[src/rtl/uart_pkg.sv]
// Shared UART definitions used by both the transmitter and the receiver.
//   state_t              : frame-level FSM states
//   UART_DATA_WIDTH      : default data bits per frame (8N1)
//   UART_OVERSAMPLE_RATE : default sample_ticks per bit period
package uart_pkg;

  localparam int unsigned UART_DATA_WIDTH      = 8;
  localparam int unsigned UART_OVERSAMPLE_RATE = 16;

  typedef enum logic [1:0] {
    IDLE      = 2'd0,
    START_BIT = 2'd1,
    DATA_BITS = 2'd2,
    STOP_BIT  = 2'd3
  } state_t;

endpackage

[src/rtl/uart_tx.sv]
// 8N1 UART transmitter driven by an external 16x oversampling tick.
// Ports:
//   uart_clk    : clock, all state changes on rising edge
//   rst_n       : asynchronous active-low reset
//   sample_tick : one-cycle pulse at OVERSAMPLE_RATE x baud
//   tx_data     : byte to send, captured only on tx_valid && tx_ready
//   tx_valid    : upstream offers a byte
//   tx_ready    : high exactly while idle (decoded from state)
//   tx_serial   : registered serial line, idle high
//   tx_active   : high while a frame is in progress
module uart_tx
  import uart_pkg::*;
#(
  parameter int unsigned DATA_WIDTH      = UART_DATA_WIDTH,
  parameter int unsigned OVERSAMPLE_RATE = UART_OVERSAMPLE_RATE
) (
  input  logic                  uart_clk,
  input  logic                  rst_n,
  input  logic                  sample_tick,
  input  logic [DATA_WIDTH-1:0] tx_data,
  input  logic                  tx_valid,
  output logic                  tx_ready,
  output logic                  tx_serial,
  output logic                  tx_active
);

  localparam int unsigned SCNT_W = $clog2(OVERSAMPLE_RATE);
  localparam int unsigned BCNT_W = $clog2(DATA_WIDTH);
  localparam logic [SCNT_W-1:0] SCNT_LAST = SCNT_W'(OVERSAMPLE_RATE - 1);
  localparam logic [BCNT_W-1:0] BCNT_LAST = BCNT_W'(DATA_WIDTH - 1);

  state_t                state;
  state_t                state_d;
  logic [SCNT_W-1:0]     sample_counter;
  logic [SCNT_W-1:0]     sample_counter_d;
  logic [BCNT_W-1:0]     bit_counter;
  logic [BCNT_W-1:0]     bit_counter_d;
  logic [DATA_WIDTH-1:0] shift_reg;
  logic [DATA_WIDTH-1:0] shift_reg_d;
  logic                  tx_serial_d;
  logic                  bit_end;

  // Last tick of the current bit period.
  assign bit_end = sample_tick && (sample_counter == SCNT_LAST);

  assign tx_ready  = (state == IDLE);
  assign tx_active = (state != IDLE);

  // State and datapath registers.
  always_ff @(posedge uart_clk or negedge rst_n) begin
    if (!rst_n) begin
      state          <= IDLE;
      sample_counter <= '0;
      bit_counter    <= '0;
      shift_reg      <= '0;
      tx_serial      <= 1'b1;
    end else begin
      state          <= state_d;
      sample_counter <= sample_counter_d;
      bit_counter    <= bit_counter_d;
      shift_reg      <= shift_reg_d;
      tx_serial      <= tx_serial_d;
    end
  end

  // Next-state and next-datapath logic. The line level is decoded from the
  // current state, so every bit appears one clock after its state is entered;
  // the shift keeps each level for exactly one full bit period.
  always_comb begin
    state_d          = state;
    sample_counter_d = sample_counter;
    bit_counter_d    = bit_counter;
    shift_reg_d      = shift_reg;
    tx_serial_d      = 1'b1;

    case (state)
      IDLE: begin
        sample_counter_d = '0;
        if (tx_valid) begin
          shift_reg_d   = tx_data;
          bit_counter_d = '0;
          state_d       = START_BIT;
        end
      end
      START_BIT: begin
        tx_serial_d = 1'b0;
        if (bit_end) begin
          state_d = DATA_BITS;
        end
      end
      DATA_BITS: begin
        tx_serial_d = shift_reg[0];
        if (bit_end) begin
          shift_reg_d   = shift_reg >> 1;
          bit_counter_d = bit_counter + BCNT_W'(1);
          if (bit_counter == BCNT_LAST) begin
            state_d = STOP_BIT;
          end
        end
      end
      STOP_BIT: begin
        if (bit_end) begin
          state_d = IDLE;
        end
      end
      default: begin
        state_d = IDLE;
      end
    endcase

    // Oversample counter runs only inside a frame and wraps at the bit end.
    if ((state != IDLE) && sample_tick) begin
      sample_counter_d = sample_counter + SCNT_W'(1);
    end
  end

`ifndef SYNTHESIS
  a_data_width: assert property (@(posedge uart_clk) DATA_WIDTH == 32'd8);
  a_scnt_range: assert property (@(posedge uart_clk) disable iff (!rst_n)
    32'(sample_counter) < OVERSAMPLE_RATE);
  a_idle_line:  assert property (@(posedge uart_clk) disable iff (!rst_n)
    (state == IDLE) |-> tx_serial);
  a_ready_act:  assert property (@(posedge uart_clk) tx_ready == !tx_active);
`endif

endmodule

[config.mk]
export PLATFORM = sky130hd
export DESIGN_NAME = uart_tx
export DESIGN_NICKNAME = d
export VERILOG_FILES = /design/src/rtl/uart_pkg.sv /design/src/rtl/uart_tx.sv
export SDC_FILE = /design/constraint.sdc
export NUM_CORES = 1
export LEC_CHECK = 0
export CORE_AREA = 10 10 56 58
export CTS_BUF_LIST = sky130_fd_sc_hd__clkbuf_4 sky130_fd_sc_hd__clkbuf_8 sky130_fd_sc_hd__clkbuf_16
export DETAILED_ROUTE_END_ITERATION = 16
export DIE_AREA = 0 0 66 68
export MAX_ROUTING_LAYER = met4
export PLACE_DENSITY = 0.76
export SYNTH_ARGS = -nofsm -noshare
export SYNTH_HDL_FRONTEND = slang
export SYNTH_SLANG_ARGS = --single-unit
[constraint.sdc]
create_clock -name uart_clk -period 2.1 [get_ports uart_clk]
set_input_delay 0.42 -clock uart_clk [delete_from_list [all_inputs] [get_ports uart_clk]]
set_output_delay 0.42 -clock uart_clk [all_outputs]
set_load 0.03 [all_outputs]
==> Word-level counts from Yosys, hierarchy flattened <==
Index checks and enable logic that the tools add are counted.
{ "totals": {"ff_bits": 18, "inputBits": 12, "wordCells": 40} }
{ "op_classes": {"add_sub_neg": 2, "eq_ne": 10, "n_mux": 15, "n_reduce_logical": 8} }
{ "op_table": {"columns": ["op", "n"], "rows": [
  ["two-way mux 8 bit", 2],
  ["case mux 8 bit (2 select lines)", 1],
  ["two-way mux 2 bit", 5],
  ["inequality test 2 bit, second input constant", 5],
  ["two-way mux 4 bit", 2],
  ["case mux 2 bit (4 select lines)", 1],
  ["two-way mux 3 bit", 2],
  ["case mux 3 bit (2 select lines)", 1],
  ["nonzero test 2 bit", 3],
  ["AND reduction 5 bit", 1],
  ["adder 4 x 1 -> 4 bit, second input constant", 1],
  ["equality test 2 bit, second input constant", 2],
  ["equality test 4 bit, second input constant", 1],
  ["adder 3 x 1 -> 3 bit, second input constant", 1],
  ["equality test 3 bit, second input constant", 1],
  ["AND reduction 3 bit", 1],
  ["equality test 2 x 1 -> 1 bit, second input constant", 1],
  ["logical AND 1 bit", 2],
  ["logical NOT 2 bit", 1],
  ["case mux 1 bit (2 select lines)", 1]
]} }

==> Longest topological paths before layout <==
{ "logic_depth": {"word_depth": 4, "mapped_depth": 6, "ltp_nobuf": 5} }

==> Worst setup path after synthesis <==
No wires, ideal clock.
{ "synth_timing": {"path_type": "register to register", "startpoint": "reg state[0]", "endpoint": "reg shift_reg[6]", "setup_ns": 0.129, "arrival_ns": 1.689, "t_required_ns": 1.971, "setup_slack_ns": 0.283, "stages_incl_launch_ff": 7, "n_path_buf": 1, "cell_sequence": "dfrtp_1 -> inv_1 -> ha_1 -> buf_2 -> mux2_2 -> o22ai_1 -> a211oi_1"} }
{ "synth_via": {"elab_chain_len": 3, "word_cells_on_any_way": 7} }
{ "synth_rtl": {"columns": ["item", "line", "text"], "rows": [
  ["start, declared", "uart_tx.sv:32", "state_t state;"],
  ["start signal, assigned", "uart_tx.sv:58", "state <= state_d;"],
  ["logical NOT 2 bit *", null, null],
  ["named net tx_ready", "uart_tx.sv:22", "output logic tx_ready,"],
  ["inequality test 2 bit (no line) / nonzero test 2 bit (equally long branches)", null, null],
  ["AND reduction 3 bit (no line)", null, null],
  ["end signal, assigned", "uart_tx.sv:61", "shift_reg <= shift_reg_d;"],
  ["end, declared", "uart_tx.sv:38", "logic [DATA_WIDTH-1:0] shift_reg;"]
]} }
Mark *: on every way through the listed nets, which the timed path passes. The rest lies on a longest branch.
A chain may end at the register's enable or synchronous reset.

==> Worst setup path after layout <==
{ "layout_timing": {"startpoint": "reg tx_serial", "endpoint": "out tx_serial"} }
{ "layout_lines": {"columns": ["item", "line", "text"], "rows": [
  ["start, declared", "uart_tx.sv:23", "output logic tx_serial,"],
  ["start signal, assigned", "uart_tx.sv:62", "tx_serial <= tx_serial_d;"]
]} }
No word-level cell between the ends.

==> flow_summary.yaml <==
setup_path:
  cp.arrival_ns: 1.48
  slowest_stage: "clkdlybuf4s50_1"
  crit_chain: "clkdlybuf4s50_1"
  cp.buffers_inverters: 1
  criticalPathCategory: "reg -> out"
  crit_family: "buffers and inverters"
  critPathMaxFanout: 1
  critical-path-max-stage-delay_ns: 0.66
  endpoint_kind: "primary output"
  worstSetupStartpointType: "register"
  required_ns: 1.68
floorplanning:
  die_h_um: 68
  core-area_um2: 2110
  ios: 15
  row_count: 17
  die_x_um: 66
  die-area_um2: 4490
  initial_core_util_pct: 50.3
detailed_routing:
  drt_first_pass_iters: 4
  vias: 865
  drt_iter0_drc: 31
  viasPerCell: 5.88
  wl_um: 2220
  post_drt_wl_per_cell_um: 15.1
  drc: 0
  drtAntennaViolNets: 0
sta:
  rsz0062_at_grt: "no"
  fin_skew_ns: 0.00309
  hold_viol_final: 0
  slew_headroom_pct: 72.1
  worstMarginPinSlew_ns: 0.417
  drv_slew: 0
  period_share_pct: 90.7
  period_needed_ns: 1.90
  finalSetupViolations: 0
  setup_tns_ns: 0
  max_freq_mhz: 525
run_status:
  outcome: "finished clean"
clock_network:
  cts-htree-levels: 1
  clkTransAtPathRegs_ns: 0.10
  cts_buffers: 3
  cts_sinks: 18
  cts_setup_buffers: 0
  worstSkewPairLatency_ns: 0.30
  clk_path_buf_depth: 2
  clock-root-buffer: "clkbuf_4"
  cts_tree: "yes"
global_routing:
  grt.overflow.total: 0
  grt_max_degree: 23
  gr-usage-all-layers_pct: 11.3
  antenna_found_initial: 0
  grt_pass1_wl_um: 3910
  grt_pass1_vias: 798
yosys:
  syn_inst: 105
  synth_nets: 124
  yosysWarnings: 0
  synth_cell_type_count: 31
  synth_seq_area_share_pct: 42.6
  synth_seq_cells: 18
  syn_area_per_cell_um2: 10.1
  netlist_area_um2: 1060
power_and_ir_drop:
  switching_share_pct: 42.2
  power_frac_seq_pct: 34.9
  leakagePower_nw: 0.558
  power.switching_uw: 732
  powerDensity_nw_per_um2: 1380
  pwr-share-comb_pct: 52.6
  clockPowerShare_pct: 12.6
  peakVddDrop_v: 0.000608
  power_mw: 1.73
  p_int_mw: 1.00
final_layout:
  final_net_count: 139
  largest_reg_flops: 8
  antenna_cells: 0
  areaGrowthSynthToFinish_pct: 18.8
  drive_above_1_share_pct: 11.8
  post-route-util_pct: 59.8
placed_design:
  place.gp.congestion: 0.772
  dp_hpwl_um: 1570
  numPortBuffers: 14
job:
  drv_cap: 0
min_path:
  hold_path_class: "in -> async"
-- worst register-to-register path: cells and delay by family, from the launching register on --
| kind | cells | cell delay [ns] |
|---|---|---|
| AOI/OAI and AO/OA | 2 | 0.54 |
| adders and majority gates | 1 | 0.34 |
| DFF | 1 | 0.40 |
| and+or+nand+nor | 1 | 0.39 |
-- layout make-up --
type | count | area (µm²)
Sequential cell | 18 | 452
Inverter | 5 | 18.8
Fill cell | 176 | 847
Tap cell | 28 | 35.0
Timing Repair Buffer | 18 | 168
Clock buffer | 4 | 36.3
Multi-Input combinational cell | 74 | 549
-- stage by stage --
stage / cells / hold slack [ns] / setup WS [ns] / instance area [µm²]
finish: 147 / 0.444 / 0.196 / 1260
global route: 147 / 0.449 / 0.0586 / 1260
CTS: 147 / 0.440 / 0.168 / 1260
detailed placement: 143 / 0.507 / 0.215 / 1220
global placement: 143 / 0.502 / 0.266 / 1220
floorplan: 105 / 0.124 / 0.283 / 1060
-- layout by cell type (no fill, tap or decap), drive strengths merged --
master | Yosys | routed
dfrtp | 17 | 17
clkdlybuf4s50 | 0 | 12
o22ai | 8 | 8
ha | 7 | 7
nor2 | 6 | 6
a21oi | 6 | 6
nand3 | 6 | 6
inv | 5 | 5
nand2 | 5 | 5
a41o | 5 | 5
o31ai | 5 | 5
buf | 7 | 4
nand4 | 4 | 4
clkbuf | 1 | 4
o21ai | 3 | 3
a2bb2oi | 3 | 3
xor2 | 2 | 2
nor2b | 2 | 2
dlygate4sd2 | 0 | 2
mux2i | 2 | 2
a211oi | 2 | 2
xnor2 | 1 | 1
nand3b | 1 | 1
mux2 | 1 | 1
and4 | 1 | 1
nand4b | 1 | 1
nor3 | 1 | 1
nand2b | 1 | 1
or3 | 1 | 1
dfstp | 1 | 1
-- cell usage after synthesis --
cell | n | share of area (%)
a211oi_1 | 1 | 0.71
a211oi_2 | 1 | 1.2
a21oi_1 | 6 | 2.8
a2bb2oi_1 | 3 | 2.5
a41o_1 | 5 | 4.7
and4_1 | 1 | 0.83
buf_2 | 7 | 3.3
clkbuf_2 | 1 | 0.47
dfrtp_1 | 17 | 40
dfstp_2 | 1 | 2.5
ha_1 | 7 | 8.3
inv_1 | 5 | 1.8
mux2_2 | 1 | 1.1
mux2i_1 | 1 | 0.94
mux2i_4 | 1 | 2.1
nand2_1 | 5 | 1.8
nand2b_1 | 1 | 0.59
nand3_1 | 6 | 2.8
nand3b_1 | 1 | 0.71
nand4_1 | 3 | 1.8
nand4_2 | 1 | 1.2
nand4b_1 | 1 | 0.83
nor2_1 | 6 | 2.1
nor2b_1 | 2 | 1.2
nor3_1 | 1 | 0.47
o21ai_0 | 3 | 1.4
o22ai_1 | 8 | 4.7
o31ai_1 | 5 | 3.5
or3_4 | 1 | 1.1
xnor2_1 | 1 | 0.83
xor2_1 | 2 | 1.7
-- metal layers --
layer  share of wire [%]  track usage, %  vias to the layer above
met5                   0               -                        -
li1                    -               -                      423
met4                 2.1            5.50                        0
met3                 4.7            2.94                        5
met1                  48            14.0                      411
met2                  45            16.9                       26
-- worst paths after layout --
| kind | start | endpoint | slack [ns] | cells past startpoint |
|---|---|---|---|---|
| worst max-delay path | tx_serial | tx_serial | 0.20 | 1 |
| worst min-delay path | rst_n | sample_counter[2] | 0.44 | 2 |
| worst max register to register | sample_counter[0] | state[0] | 0.35 | 4 |
| worst min register to register | bit_counter[2] | bit_counter[2] | 0.53 | 2 |
| max in group asynchronous | rst_n | tx_serial | 1.40 | 2 |
| min in group uart_clk | bit_counter[2] | bit_counter[2] | 0.53 | 2 |
-- cell families (layout without fill, tap and decap cells) --
logic type      count (synthesis)  after routing  synth area share (%)
xor+xnor                        3              3                  2.48
fa+ha+maj                       7              7                  8.26
flops                          18             18                  42.6
mux                             3              3                  4.13
buf+inv                        13             27                  5.55
compound gates                 32             32                  21.6
simple gates                   29             29                  15.3
-- power groups by stage --
| stage | clock, mW | sequential [mW] | combinational [mW] |
|---|---|---|---|
| after floorplan | 0 | 0.579 | 0.724 |
| after global placement | 0 | 0.601 | 0.902 |
| after detailed placement | 0 | 0.613 | 0.929 |
| after CTS | 0.229 | 0.605 | 0.914 |
| after global routing | 0.247 | 0.627 | 1.00 |
| final | 0.218 | 0.605 | 0.911 |
-- what timing repair did --
item | 4_1_cts | 5_1_grt
gates resized for setup | 2 | 0
setup endpoints to repair | 2 | 0
hold buffers | 0 | 0
Power figures use the tool's default switching activity.
